**src/rtl/icache_pkg.sv**
```systemverilog
// Shared types and width helpers for the 2-way set-associative instruction cache.
package icache_pkg;

  localparam int WORD_W = 32;

  typedef enum logic {
    IDLE   = 1'b0,
    REFILL = 1'b1
  } state_e;

  // Word-offset bits within a line.
  function automatic int off_bits(input int line_words);
    return $clog2(line_words);
  endfunction

  // Set-index bits.
  function automatic int idx_bits(input int sets);
    return $clog2(sets);
  endfunction

  // Tag bits: whatever remains of the word address above offset and index.
  function automatic int tag_bits(input int addr_w, input int sets, input int line_words);
    return addr_w - $clog2(sets) - $clog2(line_words);
  endfunction

endpackage

```
**src/rtl/icache_way.sv**
```systemverilog
// One way of the cache: per-set valid bit, tag and line, with a combinational
// read port and a single-line fill port.
module icache_way
  import icache_pkg::*;
#(
  parameter int SETS   = 8,
  parameter int TAG_W  = 25,
  parameter int LINE_W = 128
) (
  input  logic                      clk,
  input  logic                      proc_reset,
  input  logic [idx_bits(SETS)-1:0] rd_index,
  output logic                      rd_valid,
  output logic [TAG_W-1:0]          rd_tag,
  output logic [LINE_W-1:0]         rd_line,
  input  logic                      fill_en,
  input  logic [idx_bits(SETS)-1:0] fill_index,
  input  logic [TAG_W-1:0]          fill_tag,
  input  logic [LINE_W-1:0]         fill_line
);

  logic [SETS-1:0]   valid_q, valid_d;
  logic [TAG_W-1:0]  tag_mem  [SETS];
  logic [LINE_W-1:0] data_mem [SETS];

  assign rd_valid = valid_q[rd_index];
  assign rd_tag   = tag_mem[rd_index];
  assign rd_line  = data_mem[rd_index];

  // Next valid vector: a fill marks its set valid.
  always_comb begin
    // NOTE: assign every always_comb output a default first so no path leaves it unassigned (which would infer a latch).
    valid_d = valid_q;
    if (fill_en) valid_d[fill_index] = 1'b1;
  end

  // Valid register; reset invalidates every set.
  always_ff @(posedge clk) begin
    // NOTE: sequential state uses non-blocking assignments so all flops update from pre-edge values.
    if (proc_reset) valid_q <= '0;
    else            valid_q <= valid_d;
  end

  // Tag and line storage, written only on a fill.
  always_ff @(posedge clk) begin
    // NOTE: storage arrays are deliberately not reset; the valid bits alone decide whether an entry is meaningful.
    if (fill_en) begin
      tag_mem[fill_index]  <= fill_tag;
      data_mem[fill_index] <= fill_line;
    end
  end

endmodule

```
**src/rtl/i_l1cache_assoc.sv**
```systemverilog
// 2-way set-associative, read-only L1 instruction cache with LRU replacement
// and a blocking IDLE/REFILL miss FSM.
// Optional hit/miss statistics counters are built when ICACHE_STATS_EN is defined.
module i_l1cache_assoc
  import icache_pkg::*;
#(
  parameter int ADDR_W     = 30,
  parameter int SETS       = 8,
  parameter int LINE_WORDS = 4
) (
  input  logic                                   clk,
  input  logic                                   proc_reset,
  input  logic                                   proc_read,
  input  logic                                   proc_write,
  input  logic [ADDR_W-1:0]                      proc_addr,
  input  logic [WORD_W-1:0]                      proc_wdata,
  output logic                                   proc_stall,
  output logic [WORD_W-1:0]                      proc_rdata,
  output logic                                   mem_read,
  output logic                                   mem_write,
  output logic [ADDR_W-off_bits(LINE_WORDS)-1:0] mem_addr,
  output logic [WORD_W*LINE_WORDS-1:0]           mem_wdata,
  input  logic [WORD_W*LINE_WORDS-1:0]           mem_rdata,
  input  logic                                   mem_ready,
  output logic [31:0]                            hit_cnt,
  output logic [31:0]                            miss_cnt
);

  localparam int OFF_W  = off_bits(LINE_WORDS);
  localparam int IDX_W  = idx_bits(SETS);
  localparam int TAG_W  = tag_bits(ADDR_W, SETS, LINE_WORDS);
  localparam int LINE_W = WORD_W * LINE_WORDS;

  // Address fields, LSB first: offset, index, tag.
  logic [OFF_W-1:0] req_off;
  logic [IDX_W-1:0] req_idx;
  logic [TAG_W-1:0] req_tag;

  assign req_off = proc_addr[OFF_W-1:0];
  assign req_idx = proc_addr[OFF_W+IDX_W-1:OFF_W];
  assign req_tag = proc_addr[ADDR_W-1:OFF_W+IDX_W];

  state_e           state_q, state_d;
  logic [SETS-1:0]  lru_q, lru_d;     // per set: the way to replace next
  logic [1:0]       way_valid;
  logic [TAG_W-1:0] way_tag  [2];
  logic [LINE_W-1:0] way_line [2];
  logic [1:0]       way_hit;
  logic [1:0]       way_fill;
  logic             hit;
  logic             hit_way;
  logic             victim;
  logic             miss_start;

  icache_way #(.SETS(SETS), .TAG_W(TAG_W), .LINE_W(LINE_W)) u_way0 (
    .clk        (clk),
    .proc_reset (proc_reset),
    .rd_index   (req_idx),
    .rd_valid   (way_valid[0]),
    .rd_tag     (way_tag[0]),
    .rd_line    (way_line[0]),
    .fill_en    (way_fill[0]),
    .fill_index (req_idx),
    .fill_tag   (req_tag),
    .fill_line  (mem_rdata)
  );

  icache_way #(.SETS(SETS), .TAG_W(TAG_W), .LINE_W(LINE_W)) u_way1 (
    .clk        (clk),
    .proc_reset (proc_reset),
    .rd_index   (req_idx),
    .rd_valid   (way_valid[1]),
    .rd_tag     (way_tag[1]),
    .rd_line    (way_line[1]),
    .fill_en    (way_fill[1]),
    .fill_index (req_idx),
    .fill_tag   (req_tag),
    .fill_line  (mem_rdata)
  );

  // Tag compare per way; a line lives in at most one way, so way 1 hitting picks way 1.
  assign way_hit[0] = way_valid[0] && (way_tag[0] == req_tag);
  assign way_hit[1] = way_valid[1] && (way_tag[1] == req_tag);
  assign hit        = proc_read && (state_q == IDLE) && (way_hit != 2'b00);
  assign hit_way    = way_hit[1];

  // Victim: first invalid way (way 0 first), otherwise the set's LRU way.
  assign victim = !way_valid[0] ? 1'b0 :
                  !way_valid[1] ? 1'b1 : lru_q[req_idx];

  // Miss FSM next state, LRU update, fill strobes and processor/memory outputs.
  always_comb begin
    state_d    = state_q;
    lru_d      = lru_q;
    way_fill   = 2'b00;
    miss_start = 1'b0;
    proc_stall = 1'b0;
    mem_read   = 1'b0;
    proc_rdata = way_line[hit_way][WORD_W*req_off +: WORD_W];
    case (state_q)
      IDLE: begin
        if (proc_read) begin
          if (hit) begin
            lru_d[req_idx] = ~hit_way;
          end else begin
            proc_stall = 1'b1;
            miss_start = 1'b1;
            state_d    = REFILL;
          end
        end
      end
      REFILL: begin
        proc_stall = 1'b1;
        mem_read   = 1'b1;
        if (mem_ready) begin
          state_d = IDLE;
          // A reset on the same edge aborts the refill without writing the line.
          if (!proc_reset) begin
            way_fill[victim] = 1'b1;
            lru_d[req_idx]   = ~victim;
          end
        end
      end
      default: state_d = IDLE;
    endcase
  end

  // FSM state and LRU bits.
  always_ff @(posedge clk) begin
    if (proc_reset) begin
      state_q <= IDLE;
      lru_q   <= '0;
    end else begin
      state_q <= state_d;
      lru_q   <= lru_d;
    end
  end

  assign mem_addr  = proc_addr[ADDR_W-1:OFF_W];
  assign mem_write = 1'b0;
  assign mem_wdata = '0;

  // Writes are not supported; the write strobe and data are intentionally ignored.
  logic unused_inputs;
  assign unused_inputs = ^{proc_write, proc_wdata};

`ifdef ICACHE_STATS_EN
  logic [31:0] hit_cnt_q, hit_cnt_d;
  logic [31:0] miss_cnt_q, miss_cnt_d;
  logic        refill_done_q, refill_done_d;

  // Saturating counters; the word served right after a refill completes a
  // miss, so it is not counted again as a hit.
  always_comb begin
    refill_done_d = (state_q == REFILL) && mem_ready;
    hit_cnt_d     = hit_cnt_q;
    miss_cnt_d    = miss_cnt_q;
    if (hit && !refill_done_q && (hit_cnt_q != 32'hFFFF_FFFF))
      hit_cnt_d = hit_cnt_q + 32'd1;
    if (miss_start && (miss_cnt_q != 32'hFFFF_FFFF))
      miss_cnt_d = miss_cnt_q + 32'd1;
  end

  // Statistics registers.
  always_ff @(posedge clk) begin
    if (proc_reset) begin
      hit_cnt_q     <= '0;
      miss_cnt_q    <= '0;
      refill_done_q <= 1'b0;
    end else begin
      hit_cnt_q     <= hit_cnt_d;
      miss_cnt_q    <= miss_cnt_d;
      refill_done_q <= refill_done_d;
    end
  end

  assign hit_cnt  = hit_cnt_q;
  assign miss_cnt = miss_cnt_q;
`else
  assign hit_cnt  = '0;
  assign miss_cnt = '0;
`endif

endmodule

```
**config.mk**
```make
export PLATFORM = sky130hd
export DESIGN_NAME = i_l1cache_assoc
export DESIGN_NICKNAME = d
export VERILOG_FILES = /design/src/rtl/icache_pkg.sv /design/src/rtl/icache_way.sv /design/src/rtl/i_l1cache_assoc.sv
export SDC_FILE = /design/constraint.sdc
export NUM_CORES = 2
export LEC_CHECK = 0
export BUFFER_PORTS_ARGS = -buffer_cell sky130_fd_sc_hd__clkbuf_2
export CORE_MARGIN = 2
export CORE_UTILIZATION = 55
export CTS_CLUSTER_DIAMETER = 60
export DETAILED_ROUTE_END_ITERATION = 7
export PLACE_DENSITY_LB_ADDON = 0.12
export SYNTH_ARGS = -nofsm -noshare
export SYNTH_HDL_FRONTEND = slang
export SYNTH_SLANG_ARGS = --single-unit
```
**constraint.sdc**
```tcl
create_clock -name clk -period 16 [get_ports clk]
set_input_delay 3.2 -clock clk [delete_from_list [all_inputs] [get_ports clk]]
set_output_delay 3.2 -clock clk [all_outputs]
set_load 0.02 [all_outputs]
```
**Word-level counts from Yosys, hierarchy flattened**

Memory sizes are Yosys's and may differ from the RTL's.
Cells that the tools add are included.

- $lt $le $gt $ge: 5
- Equality and inequality tests: 5
- Shifts and indexed selects: 1
- Multiplexer cells: 34
- Bitwise operators: 6
- Reduce and logical (&&, ||, !) cells: 8

Operators by type and width:

| cell | count |
|---|---|
| $mux W128 | 3 |
| $shiftx A128 B8 Y32 | 1 |
| $eq A25 B25 Y1 | 2 |
| $mux W8 | 3 |
| $bwmux W8 | 2 |
| $or A8 B8 Y8 | 2 |
| $pmux W8 S2 | 1 |
| $mux W1 | 15 |
| $bmux W1 S3 | 3 |
| $logic_and A1 B1 Y1 | 6 |
| $mux W2 | 3 |
| $ne A2 B2 Y1 const B | 3 |
| $lt A3 B4 Y1 const B | 1 |
| $pmux W1 S2 | 2 |
| $demux W1 S3 | 1 |
| $ge A3 B1 Y1 const B | 1 |
| $not A1 Y1 | 3 |
| $reduce_and A3 Y1 | 1 |
| $ge A2 B2 Y1 const B | 1 |
| $lt A1 B2 Y1 const B | 1 |
| $not A1 Y2 | 1 |
| $reduce_bool A2 Y1 | 1 |
| $demux W1 S1 | 1 |
| $ge A1 B1 Y1 const B | 1 |

- Bits in registers: 25
- RAM bits: 2448
- Output and inout port bits: 255
- Memories kept: 4

Memories:

| memory | words | width | rd ports | clocked after memory_dff | write ports | RTL line | RTL |
|---|---|---|---|---|---|---|---|
| u_way0.data_mem | 8 | 128 | 1 | 0 | 1 | icache_way.sv:24 | `logic [LINE_W-1:0] data_mem [SETS];` |
| u_way1.data_mem | 8 | 128 | 1 | 0 | 1 | icache_way.sv:24 |  |
| u_way0.tag_mem | 8 | 25 | 1 | 0 | 1 | icache_way.sv:23 | `logic [TAG_W-1:0] tag_mem [SETS];` |
| u_way1.tag_mem | 8 | 25 | 1 | 0 | 1 | icache_way.sv:23 |  |

**Longest topological paths before layout**

- Depth after elaboration: 13
- Depth in mapped cells: 20
- Mapped depth without buffers: 9

**By module**

Synthesis repeated with hierarchy kept, for this count alone.

- Cells, all modules: 4376
- Area total of the unflattened synthesis: 97955.2 µm²

Modules (own cells, without submodules):

| module | times used | cells each | area an instance (µm²) |
|---|---|---|---|
| icache_way (u_way0) | 1 | 1813 | 46254.4 |
| icache_way (u_way1) | 1 | 1813 | 46251.9 |
| i_l1cache_assoc | 1 | 750 | 5449.0 |

**Worst setup path before layout**

Ideal clock, no wire load.

- Kind: in2reg
- Start point: input proc_addr[2]
- End point: memory u_way1.data_mem[6][0], enable pin
- Arrival: 15.970 ns
- Setup slack: -0.825 ns
- Stages: 15
- Cell sequence: buf_4 buf_6 buf_4 buf_4 buf_4 buf_6 buf_4 buf_4 nor2_1 a22oi_1 nand4_1 o21bai_1 or3_1 clkbuf_1 nor3_1

- Longest elaborated chain between the ends: 13

RTL lines:

| what | RTL line | RTL |
|---|---|---|
| start: declaration | i_l1cache_assoc.sv:15 | `input logic [ADDR_W-1:0] proc_addr,` |
| $bmux W1 S3, on equally long branches | i_l1cache_assoc.sv:89, icache_way.sv:26 |  |
| $mux W1, on equally long branches | i_l1cache_assoc.sv:89, icache_way.sv:26 |  |
| $mux W1 | i_l1cache_assoc.sv:89 | `!way_valid[1] ? 1'b1 : lru_q[req_idx];` |
| $mux W1 | i_l1cache_assoc.sv:88 | `assign victim = !way_valid[0] ? 1'b0 :` |
| $lt A1 B2 Y1 (implied by the code) or $ge A1 B1 Y1 (tied branches) | i_l1cache_assoc.sv:119 | `way_fill[victim] = 1'b1;` |
| $logic_and A1 B1 Y1 (implied by the code) | i_l1cache_assoc.sv:119 |  |
| $mux W1 (implied by the code) | i_l1cache_assoc.sv:119 |  |
| $demux W1 S1 | i_l1cache_assoc.sv:119 |  |
| $mux W2 | i_l1cache_assoc.sv:118 | `if (!proc_reset) begin` |
| $mux W2 | i_l1cache_assoc.sv:115 | `if (mem_ready) begin` |
| $mux W2 | i_l1cache_assoc.sv:100 | `case (state_q)` |
| $mux W1 | icache_way.sv:47 | `if (fill_en) begin` |
| $mux W1 (implied by the code) | icache_way.sv:49 | `data_mem[fill_index] <= fill_line;` |
| end: declaration | icache_way.sv:24 |  |

Several ways; a longest one is shown, not always the timed one. The select of a mux whose other input is x is not followed.

**Worst setup path after layout**

- Start point: input proc_addr[4]
- End point: output proc_rdata[0]

- Longest elaborated chain between the ends: 8

RTL lines:

| what | RTL line | RTL |
|---|---|---|
| $mem_v2 Z8 W25 or $bmux W1 S3 (tied branches) | n/a |  |
| $eq A25 B25 Y1 or $mux W1 (tied branches) | i_l1cache_assoc.sv:83, icache_way.sv:26 |  |
| $logic_and A1 B1 Y1 | i_l1cache_assoc.sv:83 | `assign way_hit[1] = way_valid[1] && (way_tag[1] == req_tag);` |
| $not A1 Y2 (implied by the code) | i_l1cache_assoc.sv:99 | `proc_rdata = way_line[hit_way][WORD_W*req_off +: WORD_W];` |
| $mux W128 (implied by the code) (*) (3 in a row) | i_l1cache_assoc.sv:99 |  |
| $shiftx A128 B8 Y32 (*) | i_l1cache_assoc.sv:99 |  |
| end: declaration | i_l1cache_assoc.sv:18 | `output logic [WORD_W-1:0] proc_rdata,` |

Mark *: on every way between the ends. The rest lies on a longest branch, timed or not. The select of a mux whose other input is x is not followed.

==> reports/results.txt <==
Layout area overhead -> 10.8%
CTS Buffer Depth -> 3
Int Power -> 10300 uW
Net Sw Power -> 2810 uW
Yosys top cell area share -> 78.0%
RD Place Congestion -> 0.756
Netlist cell types -> 70
placed cells -> 7400
fmax -> 0.0792 GHz
HPWL after detailed placement -> 124000 um
CP Max Fanout -> 42
vias -> 51600
R2R depth -> 7
Clk pwr share -> 40.4%
Ports -> 450
leakage power -> 0.0334 uW
Period Utilization, post-route -> 78.9%
Startpoint Class -> primary input
asr flop ratio synth -> 0%
clock period minus worst slack -> 12.62 ns
Final Cell Area -> 0.104 sq mm
Finished Layout Cells -> 7843
Routed WL -> 256000 um
commonest non-fill, non-tap cell in the layout -> edfxtp_1
initial antenna violation count -> 36
H-Tree Level Count -> 4
pwr dens -> 125 mW/mm^2
Seq/Total Area, Yosys -> 78.5%
Global Route Usage Sum -> 28.9%
worst path required time -> 12.80 ns
Area after DPL -> 0.0972 sq mm
Final Hold Fails -> 0
#FFs+latches synth -> 2473
num rows -> 151
CTS Root Cell -> clkbuf_16
vias in the first global route -> 49800
DRC viols -> 0
EDFF count, synth -> 2448
Slew HR -> 17.7%
Hold Crit Start -> u_way1.valid_q[7]
CTS tree -> done
Avg Cell Area, Syn -> 18.2 sq um
r2r endpoint -> u_way1.data_mem[7][48]
outcome -> complete, no violations
hold_ws -> 0.472 ns
Core Region -> 0.170 sq mm
largest area contributor in the netlist -> edfxtp_1
nets -> 5616
most frequent cells in the layout -> edfxtp_1, a22oi_1, clkbuf_16
Pre-antenna DRT Iters -> 8
RSZ-0062 raised after global routing -> false
class of the worst hold path -> register to register
switching share of power -> 21.5%
Most used DFF post-synth -> edfxtp_1
DIE HEIGHT -> 418 um
first-pass GRT wire length -> 362000 um
Post-CTS Resized -> 0
Initial Utilization -> 55.5%
# Post-CTS Setup Buffers -> 0
Max Slew Vio Count -> 0
DRT antenna net count -> 0
Comb power frac -> 5.0%
Synth Instances -> 5192
hold depth -> 2
Max IR drop VDD -> 0.120 mV
via/cell ratio -> 6.59
top post-synthesis cells by area -> edfxtp_1, a22oi_1, mux4_2
reg-to-reg setup timing slack -> 11.07 ns
Mapped Area -> 0.0943 sq mm
setup violation total in the final timing report -> 0
Worst EP arrival -> 9.42 ns
per-cell routed wire length -> 32.6 um
Worst-Skew Late Latency -> 0.88 ns
critical path endpoint category -> output pin
Die X-Extent -> 418 um
worst slew pin tran -> 1.23 ns
pin count of the biggest net entering global routing -> 136
layout cell share with drive strength beyond 1 -> 16.1%
Worst-path clk slew -> 0.06 ns
port bufs -> 223
cts bufs inserted -> 237
grt total ovfl -> 0
YS warnings -> 0
WHS Endpoint -> u_way1.valid_q[7]
Seq pwr share -> 54.6%
Reg-to-Reg Start -> u_way1.valid_q[3]
CP Class -> primary input to output pin
clock sinks -> 2473
Iteration-0 DRC Markers -> 6371
clk_skew -> 0.0244 ns
die area -> 0.175 sq mm
hold buffers post-CTS -> 0
max_cap viols -> 0
-- cells by family (layout without fill, tap and decap cells) --
logic type | Yosys count | count (layout) | share of synthesized area (%)
xor gates and xnor gates | 38 | 38 | 0.353
buffers and inverters | 549 | 781 | 3.29
and+or+nand+nor | 579 | 579 | 3.04
muxes | 394 | 394 | 5.61
AOI/OAI and AO/OA | 1158 | 1158 | 9.21
DFF | 2473 | 2473 | 78.5
other | 1 | 202 | 0.00398
-- stage by stage --
stage / power, uW / setup TNS (ns) / worst slack, ns / utilization [%]
floorplan: 7680 / -253.16 / -0.825 / -
global placement: 7910 / 0 / 3.60 / 57.2
detailed placement: 7920 / 0 / 3.56 / 57.2
CTS: 13100 / 0 / 3.53 / 61.5
global route: 13400 / 0 / 3.39 / 61.5
finish: 13100 / 0 / 3.38 / 61.5
-- layout make-up --
cell class / instances / area [sq um]
multi-input combinational: 2362 / 18100
clock buffer: 318 / 6390
sequential: 2473 / 74000
timing repair buffer: 340 / 2240
clock inverter: 116 / 866
antenna: 9 / 22.5
inverter: 7 / 26.3
tap: 2218 / 2780
fill: 12200 / 65400
-- per-layer routing --
metal,part of all wire (%),vias to the layer above,wire length [um],GRT usage (%)
li1,-,21500,-,-
met1,41,27200,105000,41.8
met2,48,2539,122000,45.8
met3,8.5,395,21900,4.73
met4,2.6,24,6710,8.58
met5,0.061,-,155,0
-- worst max path at each step --
| stage | from | endpoint | slack (ns) | depth (start not counted) |
|---|---|---|---|---|
| after global placement | proc_addr[4] | proc_rdata[16] | 3.60 | 13 |
| after CTS | proc_addr[4] | proc_rdata[0] | 3.53 | 14 |
| after detailed placement | proc_addr[4] | proc_rdata[0] | 3.56 | 14 |
| after floorplan | proc_addr[2] | u_way1.data_mem[6][0] | -0.82 | 15 |
| final | proc_addr[4] | proc_rdata[0] | 3.38 | 14 |
| after global routing | proc_addr[4] | proc_rdata[0] | 3.39 | 14 |
-- flip-flops by register name, indices dropped and copies added, names as in the netlist --
name / flops
u_way0.tag_mem: 200
u_way1.data_mem: 1024
u_way1.valid_q: 8
u_way0.valid_q: 8
u_way1.tag_mem: 200
lru_q: 8
state_q: 1
u_way0.data_mem: 1024
-- power by group through the flow --
stage / Clock, uW / Sequential (uW) / Combinational [uW]
floorplan: 0 / 7280 / 402
global placement: 0 / 7270 / 643
detailed placement: 0 / 7270 / 651
CTS: 5340 / 7130 / 653
global route: 5570 / 7130 / 697
finish: 5280 / 7130 / 656
-- critical path: stages --
cell and delay (ns):
buf_8 0.34, buf_4 0.57, nand2_1 0.28, buf_4 0.37
a211oi_1 0.40, nor4_1 0.13, or4_1 0.49, or4_1 0.53
nor4_4 0.72, buf_4 0.55, nor3_1 0.11, o21ai_0 0.78
nand3_1 0.48, clkbuf_2 0.29
-- synthesized netlist by cell type (all sizes together) (8+ instances only) --
cell type	number
dfxtp	25
mux2	124
o21ai	78
and3	11
mux2i	175
nand4	150
mux4	95
edfxtp	2448
a31oi	11
o211ai	25
nor3	23
a221oi	213
a22o	159
a21oi	146
buf	372
nor2b	8
o22ai	18
a22oi	421
o2111ai	11
nand3	93
o221ai	13
clkbuf	170
a221o	18
nand2	129
xnor2	32
a211oi	10
nor2	128
nor4	10
(Power assumes the default switching activity.)
